===== config.mk =====
export PLATFORM = sky130hd
export DESIGN_NAME = cell_id_tracker_flat
export DESIGN_NICKNAME = d
export VERILOG_FILES = /design/src/rtl/cell_id_tracker_pkg.sv /design/src/rtl/cell_id_tracker_if.sv /design/src/rtl/cell_id_tracker_ssb_window_monitor.sv /design/src/rtl/cell_id_tracker.sv /design/src/flat_wrapper.sv
export SDC_FILE = /design/constraint.sdc
export NUM_CORES = 1
export LEC_CHECK = 0
export ABC_AREA = 1
export ABC_CLOCK_PERIOD_IN_PS = 2340
export CAP_MARGIN = 20
export CORE_UTILIZATION = 35
export CTS_BUF_LIST = sky130_fd_sc_hd__clkbuf_4 sky130_fd_sc_hd__clkbuf_8
export DETAILED_ROUTE_END_ITERATION = 16
export PLACE_DENSITY = 0.6
export SYNTH_ARGS = -nofsm -noshare
export SYNTH_HDL_FRONTEND = slang
export SYNTH_SLANG_ARGS = --single-unit
export TNS_END_PERCENT = 5

===== constraint.sdc =====
create_clock -name clk_i -period 2.34 [get_ports clk_i]
set_input_delay 0.702 -clock clk_i [delete_from_list [all_inputs] [get_ports clk_i]]
set_output_delay 0.702 -clock clk_i [all_outputs]
set_load 0.05 [all_outputs]

===== src/rtl/cell_id_tracker_pkg.sv =====
// Shared types and constants for the cell ID tracker and SSS detector users.
package cell_id_tracker_pkg;

  localparam int unsigned N_ID_W   = 10;
  localparam int unsigned N_ID_MAX = 1007;
  localparam int unsigned CNT_W    = 4;
  localparam int unsigned STATE_W  = 2;

  typedef enum logic [STATE_W-1:0] {
    ST_SEARCH  = 2'd0,
    ST_CONFIRM = 2'd1,
    ST_LOCKED  = 2'd2
  } state_e;

  function automatic logic n_id_legal(input logic [N_ID_W-1:0] id);
    return id <= N_ID_W'(N_ID_MAX);
  endfunction

  function automatic logic [CNT_W-1:0] sat_inc(input logic [CNT_W-1:0] v);
    return (v == '1) ? v : v + CNT_W'(1);
  endfunction

endpackage


===== src/rtl/cell_id_tracker_if.sv =====
// Detection input strobes and tracker status outputs between SSS detector and PBCH side.
interface cell_id_tracker_if;
  import cell_id_tracker_pkg::*;

  logic                SSB_start_i;
  logic [N_ID_W-1:0]   N_id_i;
  logic                N_id_valid_i;
  logic                locked_o;
  logic [N_ID_W-1:0]   N_id_o;
  logic                N_id_valid_o;
  logic                lock_lost_o;
  logic [STATE_W-1:0]  state_o;
  logic [CNT_W-1:0]    miss_count_o;

  modport master (
    output SSB_start_i, N_id_i, N_id_valid_i,
    input  locked_o, N_id_o, N_id_valid_o, lock_lost_o, state_o, miss_count_o
  );

  modport slave (
    input  SSB_start_i, N_id_i, N_id_valid_i,
    output locked_o, N_id_o, N_id_valid_o, lock_lost_o, state_o, miss_count_o
  );

endinterface


===== src/rtl/cell_id_tracker_ssb_window_monitor.sv =====
// Tracks detections within one SSB period and grades the period when SSB_start closes it.
module cell_id_tracker_ssb_window_monitor (
  input  logic clk_i,
  input  logic reset_i,
  input  logic ssb_start_i,
  input  logic det_i,
  input  logic mismatch_i,
  input  logic clear_i,
  output logic win_hit_o,
  output logic close_good_c,
  output logic close_bad_c
);

  logic win_hit_q, win_hit_d;
  logic win_bad_q, win_bad_d;
  logic hit_now_c, bad_now_c;

  // A detection arriving with SSB_start still belongs to the window being closed.
  always_comb begin
    hit_now_c    = win_hit_q | det_i;
    bad_now_c    = win_bad_q | mismatch_i;
    close_good_c = ssb_start_i & hit_now_c & ~bad_now_c;
    close_bad_c  = ssb_start_i & ~(hit_now_c & ~bad_now_c);
    win_hit_d    = hit_now_c;
    win_bad_d    = bad_now_c;
    if (ssb_start_i || clear_i) begin
      win_hit_d = 1'b0;
      win_bad_d = 1'b0;
    end
  end

  always_ff @(posedge clk_i or posedge reset_i) begin
    if (reset_i) begin
      win_hit_q <= 1'b0;
      win_bad_q <= 1'b0;
    end else begin
      win_hit_q <= win_hit_d;
      win_bad_q <= win_bad_d;
    end
  end

  assign win_hit_o = win_hit_q;

endmodule


===== src/rtl/cell_id_tracker.sv =====
// Confirms a cell ID over consecutive SSB detections and tracks lock loss over bad SSB periods.
module cell_id_tracker
  import cell_id_tracker_pkg::*;
#(
  parameter int unsigned CONFIRM_COUNT = 3,
  parameter int unsigned LOSS_COUNT    = 4
) (
  input  logic               clk_i,
  input  logic               reset_i,
  cell_id_tracker_if.slave   bus
);

  state_e              state_q;
  logic [N_ID_W-1:0]   cand_q;
  logic [CNT_W-1:0]    cnt_q;
  logic [CNT_W-1:0]    miss_q;
  logic                locked_q;
  logic [N_ID_W-1:0]   n_id_q;
  logic                n_id_valid_q;
  logic                lock_lost_q;

  logic                det_c, match_c, mismatch_c;
  logic [CNT_W:0]      cnt_inc_c, miss_inc_c;
  logic                confirm_done_c, loss_hit_c, lock_now_c;
  logic                win_hit_c, close_good_c, close_bad_c;

  // Out-of-range IDs are treated as if no detection arrived.
  always_comb begin
    det_c          = bus.N_id_valid_i & n_id_legal(bus.N_id_i);
    match_c        = det_c & (bus.N_id_i == cand_q);
    mismatch_c     = det_c & (bus.N_id_i != cand_q);
    cnt_inc_c      = {1'b0, cnt_q} + (CNT_W+1)'(1);
    miss_inc_c     = {1'b0, miss_q} + (CNT_W+1)'(1);
    confirm_done_c = (cnt_inc_c == (CNT_W+1)'(CONFIRM_COUNT));
    loss_hit_c     = (miss_inc_c == (CNT_W+1)'(LOSS_COUNT));
    lock_now_c     = ((state_q == ST_SEARCH) && det_c && (CONFIRM_COUNT == 1)) ||
                     ((state_q == ST_CONFIRM) && match_c && confirm_done_c);
  end

  cell_id_tracker_ssb_window_monitor u_ssb_window_monitor (
    .clk_i        (clk_i),
    .reset_i      (reset_i),
    .ssb_start_i  (bus.SSB_start_i),
    .det_i        (det_c),
    .mismatch_i   (mismatch_c),
    .clear_i      (lock_now_c),
    .win_hit_o    (win_hit_c),
    .close_good_c (close_good_c),
    .close_bad_c  (close_bad_c)
  );

  always_ff @(posedge clk_i or posedge reset_i) begin
    if (reset_i) begin
      state_q      <= ST_SEARCH;
      cand_q       <= '0;
      cnt_q        <= '0;
      miss_q       <= '0;
      locked_q     <= 1'b0;
      n_id_q       <= '0;
      n_id_valid_q <= 1'b0;
      lock_lost_q  <= 1'b0;
    end else begin
      n_id_valid_q <= 1'b0;
      lock_lost_q  <= 1'b0;
      case (state_q)
        ST_SEARCH: begin
          if (det_c) begin
            cand_q <= bus.N_id_i;
            cnt_q  <= CNT_W'(1);
            if (lock_now_c) begin
              state_q      <= ST_LOCKED;
              locked_q     <= 1'b1;
              n_id_q       <= bus.N_id_i;
              n_id_valid_q <= 1'b1;
              miss_q       <= '0;
            end else begin
              state_q <= ST_CONFIRM;
            end
          end
        end
        ST_CONFIRM: begin
          if (match_c) begin
            cnt_q <= cnt_inc_c[CNT_W-1:0];
            if (lock_now_c) begin
              state_q      <= ST_LOCKED;
              locked_q     <= 1'b1;
              n_id_q       <= cand_q;
              n_id_valid_q <= 1'b1;
              miss_q       <= '0;
            end
          end else if (mismatch_c) begin
            cand_q <= bus.N_id_i;
            cnt_q  <= CNT_W'(1);
          end else if (bus.SSB_start_i && !win_hit_c) begin
            state_q <= ST_SEARCH;
            cnt_q   <= '0;
          end
        end
        ST_LOCKED: begin
          // A losing window suppresses any same-cycle match pulse.
          if (match_c && !(close_bad_c && loss_hit_c)) n_id_valid_q <= 1'b1;
          if (close_good_c) begin
            miss_q <= '0;
          end else if (close_bad_c) begin
            if (loss_hit_c) begin
              state_q     <= ST_SEARCH;
              lock_lost_q <= 1'b1;
              locked_q    <= 1'b0;
              n_id_q      <= '0;
              miss_q      <= '0;
              cnt_q       <= '0;
            end else begin
              miss_q <= sat_inc(miss_q);
            end
          end
        end
        default: state_q <= ST_SEARCH;
      endcase
    end
  end

  assign bus.locked_o     = locked_q;
  assign bus.N_id_o       = n_id_q;
  assign bus.N_id_valid_o = n_id_valid_q;
  assign bus.lock_lost_o  = lock_lost_q;
  assign bus.state_o      = state_q;
  assign bus.miss_count_o = miss_q;

endmodule


===== src/flat_wrapper.sv =====
// flat-port wrapper written by rule: the top's interface ports become plain ports
module cell_id_tracker_flat import cell_id_tracker_pkg::*;
#(
  parameter int unsigned CONFIRM_COUNT = 3,
  parameter int unsigned LOSS_COUNT    = 4
)
  (clk_i, reset_i, bus_SSB_start_i, bus_N_id_i, bus_N_id_valid_i, bus_locked_o, bus_N_id_o, bus_N_id_valid_o, bus_lock_lost_o, bus_state_o, bus_miss_count_o);
  cell_id_tracker_if bus_i ();
  input  logic clk_i;
  input  logic reset_i;
  input wire logic [$bits(bus_i.SSB_start_i)-1:0] bus_SSB_start_i;
  input wire logic [$bits(bus_i.N_id_i)-1:0] bus_N_id_i;
  input wire logic [$bits(bus_i.N_id_valid_i)-1:0] bus_N_id_valid_i;
  output wire logic [$bits(bus_i.locked_o)-1:0] bus_locked_o;
  output wire logic [$bits(bus_i.N_id_o)-1:0] bus_N_id_o;
  output wire logic [$bits(bus_i.N_id_valid_o)-1:0] bus_N_id_valid_o;
  output wire logic [$bits(bus_i.lock_lost_o)-1:0] bus_lock_lost_o;
  output wire logic [$bits(bus_i.state_o)-1:0] bus_state_o;
  output wire logic [$bits(bus_i.miss_count_o)-1:0] bus_miss_count_o;
  assign bus_i.SSB_start_i = bus_SSB_start_i;
  assign bus_i.N_id_i = bus_N_id_i;
  assign bus_i.N_id_valid_i = bus_N_id_valid_i;
  assign bus_locked_o = bus_i.locked_o;
  assign bus_N_id_o = bus_i.N_id_o;
  assign bus_N_id_valid_o = bus_i.N_id_valid_o;
  assign bus_lock_lost_o = bus_i.lock_lost_o;
  assign bus_state_o = bus_i.state_o;
  assign bus_miss_count_o = bus_i.miss_count_o;
  cell_id_tracker #(.CONFIRM_COUNT(CONFIRM_COUNT), .LOSS_COUNT(LOSS_COUNT)) u_core (.clk_i(clk_i), .reset_i(reset_i), .bus(bus_i));
endmodule

==> impl_results.md <==
* Layout cells sized above 1 at 21.69%
* Max_cap viols at 0
* Clock Skew at about 0.0068 ns
* Hold Path Class: reg2reg
* Worst path bufs/invs at 1
* Period utilization at a little over nine tenths
* Metal2 WL at about 2.3 mm
* CP startpoint kind: register
* Initial core utilization at 36.84%
* IO Count at 33
* RSZ-0062 raised after global routing: no
* Die area at approximately 6600 sq um
* Actual transition at the worst max-transition pin at around 0.51 ns
* Worst stage delay on the critical path at ~0.83 ns
* Pre-CTS WS at -0.3462 ns
* Worst reg2reg path startpoint: u_core.cnt_q[0]$_DFFE_PP0P_
* Synth Net Count at approximately 310
* CP endpoint kind: output port
* Largest net degree at the start of global routing at 36
* CP Class: reg2out
* Vias in the first global route at ~1800
* Total GRT Usage at between 10% and 20%
* Die H at a little over 80 um
* First-pass GRT wire length at around 8.3 mm
* Drt via density at about 4.6
* Seq/Total Area, Yosys at 39.68%
* Max frequency at between 400 and 500 MHz
* Worst EP required at ~1.6 ns
* Detailed Route Iter0 Violations at 50
* Final WL at 5.004 mm
* Final GP Congestion at 0.8352
* Cell variety after synth at 30
* Max rail drop VDD at 0.4458 mV
* Worst setup margin at 0.09238 ns
* DP Wirelength at roughly 3.8 mm
* Clock buffer count from CTS at 5
* Status: finished clean
* Met1 wire length at 2.517 mm
* Fill cell count at ~570
* Worst-path fanout max at 5
* FF+latch count, synth at 35
* Crit-path cells: clkdlybuf4s50_1
* Initial antenna violation count at 0
* Worst path slowest cell: clkdlybuf4s50_1
* Worst path top cell family by delay: buffers and inverters
* Syn avg cell area at roughly 7.6 sq um
* DR WL/cell at around 12 um
* Antenna-violating nets left at 0
* PortBufs at 32
* Placed insts at 420
* Max-Slew Margin vs Limit at ~66%
* GRT overflow at 0
* Pwr Total at 3006 uW
* Ratio of total power to cell area at 996.4 nW/um^2
* Yosys warning count at 0
* Reg2Reg Depth at 10
* Commonest non-fill, non-tap cells in the layout: nand2_1, inv_1, dfrtp_1
* CTS tree: yes
* Setup violations, final at 0
* Core Region at 5991 sq um
* Synthesized instance count at 290
* Syn Std Cell Area at 2207 sq um
* R2R Setup Slk at ~0.21 ns
* Non-Filler Instances at 430
* Highest routed layer: met4
* Drt pass-1 iters at 4
* Row cnt at 28
* Worst skew pair latency at 0.29 ns
* Buffer depth of the longest clock path at 2
* Hold_sp: u_core.cnt_q[3]$_DFFE_PP0P_
* Commonest non-fill, non-tap cell in the layout: nand2_1
* Routed met3 length at around 150 um
* Hold path cells at 2
* R2r endpoint: u_core.bus.N_id_o[0]$_DFFE_PP0P_
* Worst Path Arrival at between 1.5 and 2 ns
* Final hold vios at 0
* Die Wd at between 80 and 90 um
* Number of remaining DRC errors at 0
* Hold-fix buffers at CTS at 0
* CTS Root Cell: clkbuf_8
* Clock Sinks at 35
* H-tree depth at 2
* WHS Endpoint: u_core.cnt_q[3]$_DFFE_PP0P_
* Ant. Diodes at 0
* Clock slew seen by the registers of the worst setup and hold paths at about 0.070 ns
* Final min period at about 2.2 ns
* Via count at a little under 2000
* P&R area growth vs syn at 36.68%
* Leak Pwr at roughly 0.0017 uW
* Max-slew violation count at 0
* Fin Hold WS at ~0.48 ns
* Nets at 376
-- routing by layer --
layer	global-route usage, %	vias to the layer above
li1	-	1034
met1	22.22	908
met2	26.42	30
met3	2.667	7
met4	5.893	0
met5	0	-
-- what timing repair did --
action | in CTS | in global routing
cloned | 0 | 1
gates resized for setup | 2 | 23
pin swaps | 0 | 9
buffers inserted | 0 | 1
setup endpoints to repair | 17 | 33
-- cell families after synthesis --
logic type      after synthesis  synth area share [%]
compound gates               33                 10.43
xor+xnor                      5                 1.984
fa+ha+maj                     8                 4.535
buf+inv                      47                 8.786
flops                        35                 39.68
simple gates                162                 34.58
-- cell usage after synthesis, drive strengths merged --
library cell / count / share of area (%)
o22ai: 9 / 2.6
nand2: 121 / 22
nand3b: 3 / 1.0
o21ai: 16 / 4.3
a31oi: 1 / 0.96
nand3: 17 / 5.1
nor2: 19 / 5.6
inv: 42 / 7.1
o211a: 1 / 0.45
o21bai: 1 / 0.51
buf: 3 / 1.2
a21oi: 5 / 1.6
ha: 8 / 4.5
clkbuf: 1 / 0.17
clkinv: 1 / 0.23
dfrtp: 35 / 40
xor2: 5 / 2.0
nor3: 2 / 0.45
-- final cells by class --
| type | instances | area [sq um] | share of cell area [%] |
|---|---|---|---|
| multi-input cells | 209 | 1212 | 40.19 |
| flip-flops and latches | 35 | 875.8 | 29.03 |
| repair buffers | 60 | 568.0 | 18.83 |
| inverters | 43 | 162.7 | 5.392 |
| well taps | 75 | 93.84 | 3.111 |
| clock buffers | 8 | 103.9 | 3.443 |
-- stage by stage --
| stage | util [%] | setup TNS [ns] | instance area (sq um) |
|---|---|---|---|
| 6_report | 50.36 | 0 | 3017 |
| 5_1_grt | 50.36 | 0 | 3017 |
| 4_1_cts | 48.77 | -0.005104 | 2922 |
| 3_5_place_dp | 46.83 | -9.433 | 2805 |
| 3_3_place_gp | 46.83 | -9.151 | 2805 |
| 2_1_floorplan | - | 0 | 2207 |
-- power breakdown --
group,switching [uW],internal (uW),total [uW]
Sequential,130,781,912
Clock,223,280,503
Combinational,1010,579,1590
-- flip-flops by register name, summed over array words and instances, names as in the netlist --
| name | flops |
|---|---|
| u_core.bus.locked_o | 1 |
| u_core.bus.N_id_o | 10 |
| u_core.u_ssb_window_monitor.win_bad_q | 1 |
| u_core.cand_q | 10 |
| u_core.bus.state_o | 2 |
| u_core.bus.lock_lost_o | 1 |
| u_core.bus.N_id_valid_o | 1 |
| u_core.bus.miss_count_o | 4 |
| u_core.u_ssb_window_monitor.win_hit_o | 1 |
| u_core.cnt_q | 4 |
-- worst max-delay path by stage --
| stage | from | end | depth (start not counted) |
|---|---|---|---|
| finish | u_core.bus.miss_count_o[2]$_DFFE_PP0P_ | bus_miss_count_o[2] | 1 |
| global route | u_core.bus.miss_count_o[2]$_DFFE_PP0P_ | bus_miss_count_o[2] | 1 |
| global placement | bus_N_id_i[5] | u_core.bus.miss_count_o[2]$_DFFE_PP0P_ | 15 |
| CTS | bus_N_id_i[9] | u_core.bus.N_id_o[0]$_DFFE_PP0P_ | 14 |
| detailed placement | bus_N_id_i[9] | u_core.bus.N_id_o[0]$_DFFE_PP0P_ | 14 |
| floorplan | u_core.bus.state_o[0]$_DFFE_PP0P_ | u_core.bus.N_id_o[0]$_DFFE_PP0P_ | 11 |
Power figures use the tool's default switching activity.
==> variant: new RTL, config.mk and constraints unchanged <==
Change the package constant `N_ID_W` from 10 to 12.
--- a/src/rtl/cell_id_tracker_pkg.sv
+++ b/src/rtl/cell_id_tracker_pkg.sv
@@ -1,7 +1,7 @@
 // Shared types and constants for the cell ID tracker and SSS detector users.
 package cell_id_tracker_pkg;
 
-  localparam int unsigned N_ID_W   = 10;
+  localparam int unsigned N_ID_W   = 12;
   localparam int unsigned N_ID_MAX = 1007;
   localparam int unsigned CNT_W    = 4;
   localparam int unsigned STATE_W  = 2;
Interface: changed (resized bus_N_id_i and bus_N_id_o); port bits go from 33 to 37. The function was not compared with the original's and may differ.
==> variant against the unedited design <==
- utilization hardly changed
- final cell count is 21% higher
- total power is 14% higher
- routed wire length is 24% higher
- sequential cell count is 4 higher
- largest cell class unchanged
- critical path depth stayed put
- hold slack worse by 0.0065 ns
- non-clock buffer count is 11 higher
- area after synthesis is 15% higher
- via count is 24% higher
- final area is 15% higher
- sequential share of layout area is 0.95 points lower
- worst setup slack worse by 0.014 ns
==> variant: results (changes against the unedited design) <==
* Antenna fix cells at 0 (unchanged)
* FF-to-FF Start: u_core.bus.miss_count_o[0]
* Lkg Pwr at 1.85 nW (+12%)
* Vias in the first global route at 2180 (+20%)
* Total Wirelength at 6200 um (+24%)
* Reg clk slew, reported paths at 0.08 ns
* Hold Crit Class: flip-flop to flip-flop
* Detailed Route Iter0 Violations at 126 (+150%)
* Syn_nets at 380 (+22%)
* Setup slack, reg-to-reg at 0.31 ns (+0.10 ns)
* Num CTS Buffers at 5 (unchanged)
* Clk_skew at 0.00582 ns (-0.00100 ns)
* First-pass GRT wire length at 10000 um (+20%)
* Final net count at 449 (+19%)
* Post-synth ARST share at 100% (unchanged)
* Gp weighted congestion at 0.891 (+6.7%)
* Crit path from: u_core.bus.miss_count_o[2]
* Multiplexer share of the synthesized area at 0% (unchanged)
* Slowest cell on the critical path: clkdlybuf4s50_1
* Compound-gate portion of the synthesized area at 9.78% (-0.65 points)
* Post-Synth Adder-Cell Area at 3.95% (-0.58 points)
* Least-Margin Pin Slew at 0.510 ns (+0.00106 ns)
* Worst r2r dst: u_core.bus.N_id_o[8]
* Ys flop type: dfrtp_1
* Synth cell types at 32 (+6.7%)
* Area leader, netlist: dfrtp_1
* CP peak stage delay at 0.83 ns (about the same)
* Initial antenna violation count at 0 (unchanged)
* Synth warn at 0 (unchanged)
* IO buf count at 36 (+13%)
* Post-DP HPWL at 4620 um (+22%)
* Clock Tree Root: clkbuf_8
* Worst-Skew Late Latency at 0.30 ns
* Sequential share of the synthesized area at 38.5% (-1.1 points)
* Vias/cell at 4.69 (+1.9%)
* Crit path max fanout at 5 (unchanged)
* CTS sink cnt at 39 (+11%)
* Largest net degree at the start of global routing at 40 (+11%)
* Setup TNS at 0 ns (unchanged)
* Top post-synthesis cells by area: dfrtp_1 (39%), nand2_1 (18%), inv_1 (6.4%), nand4_1 (4.4%), ha_1 (4.0%)
* DR pass1 iterations at 4 (unchanged)
* CP delay by family, top: buffers and inverters
* Global-route usage over all layers at 17.0% (+0.55 points)
* Synth top cells by count: nand2_1 (124), inv_1 (43), dfrtp_1 (39)
* Min-delay src: u_core.bus.N_id_o[6]
* Hold Path Depth at 2 (unchanged)
* CTS max path bufs at 2 (unchanged)
* Worst VDD drop at 0.000451 V (+1.1%)
* Share of cells above drive strength 1 at 19.7% (-2.0 points)
* Clock H-tree levels at 2 (unchanged)
* Synth Area in XOR/XNOR at 2.08% (+0.091 points)
* R2R depth at 10 (unchanged)
* Total of fill cells in the finished design at 680 (+20%)
* Crit path DAT at 1.56 ns
* Status: completed
* Hold Path Sink: u_core.bus.N_id_o[6]
variant: final cells by class:
type                            instances  area share (%)
Sequential cell                        39            28.1
Tap cell                               96            3.46
Timing Repair Buffer                   71            20.1
Clock buffer                            6            2.38
Inverter                               56            6.19
Clock inverter                          2            1.01
Multi-Input combinational cell        252            38.8
variant: routing by layer:
layer  GRT usage, %  vias up  share of wire [%]
met4           5.45        0                1.7
met3           2.94        8                3.3
met1           24.2     1117                 50
li1               -     1271                  -
met2           26.2       53                 45
met5              0        -                  0
variant: worst max-delay path by stage:
| stage | end | slack, ns | cells after the start |
|---|---|---|---|
| finish | bus_miss_count_o[2] | 0.08 | 1 |
| CTS | u_core.bus.N_id_o[11] | 0.003 | 13 |
| detailed placement | u_core.bus.N_id_o[11] | -0.41 | 13 |
| global route | u_core.bus.locked_o | -0.001 | 15 |
| floorplan | u_core.bus.N_id_o[0] | 0.16 | 11 |
| global placement | u_core.bus.locked_o | -0.39 | 11 |
variant: repair_timing:
item | in CTS | in global routing
setup buffers | 2 | 3
endpoints found under the setup margin | 14 | 23
cloned | 0 | 2
resized for setup | 3 | 30
pin swaps | 2 | 11
hold buffers | 0 | 0
variant: per-stage QoR:
stage | hold WS [ns] | cells | setup slack (ns) | power [mW] | cell area (sq um)
detailed placement | 0.464 | 507 | -0.408 | 2.73 | 3180
global route | 0.498 | 522 | -0.00146 | 3.68 | 3470
global placement | 0.459 | 507 | -0.387 | 2.71 | 3180
floorplan | 0.442 | 356 | 0.161 | 2.17 | 2530
finish | 0.475 | 522 | 0.0784 | 3.43 | 3470
CTS | 0.483 | 517 | 0.00278 | 3.35 | 3330
variant: kinds of logic (layout without fill, tap and decap cells):
group,count (synthesis),in the layout
buffers and inverters,66,135
AOI/OAI and AO/OA,41,41
adders and majority gates,8,8
xor gates and xnor gates,6,6
and+or+nand+nor,196,197
DFF,39,39
variant: report_power, final:
group	leakage [nW]	internal (mW)	switching [mW]
combinational	1.30	0.671	1.15
sequential	0.491	0.861	0.152
clock	0.0612	0.345	0.250
total	1.85	1.88	1.55
variant: worst reg2reg max path, stage by stage, from the launching register on:
cell	delay (ns)
dfrtp_1	0.41
ha_1	0.21
inv_1	0.06
nor3_1	0.26
nor2_1	0.17
nor2_2	0.19
inv_2	0.06
nor2_4	0.24
buf_6	0.17
nand4_1	0.11
nand2_1	0.09
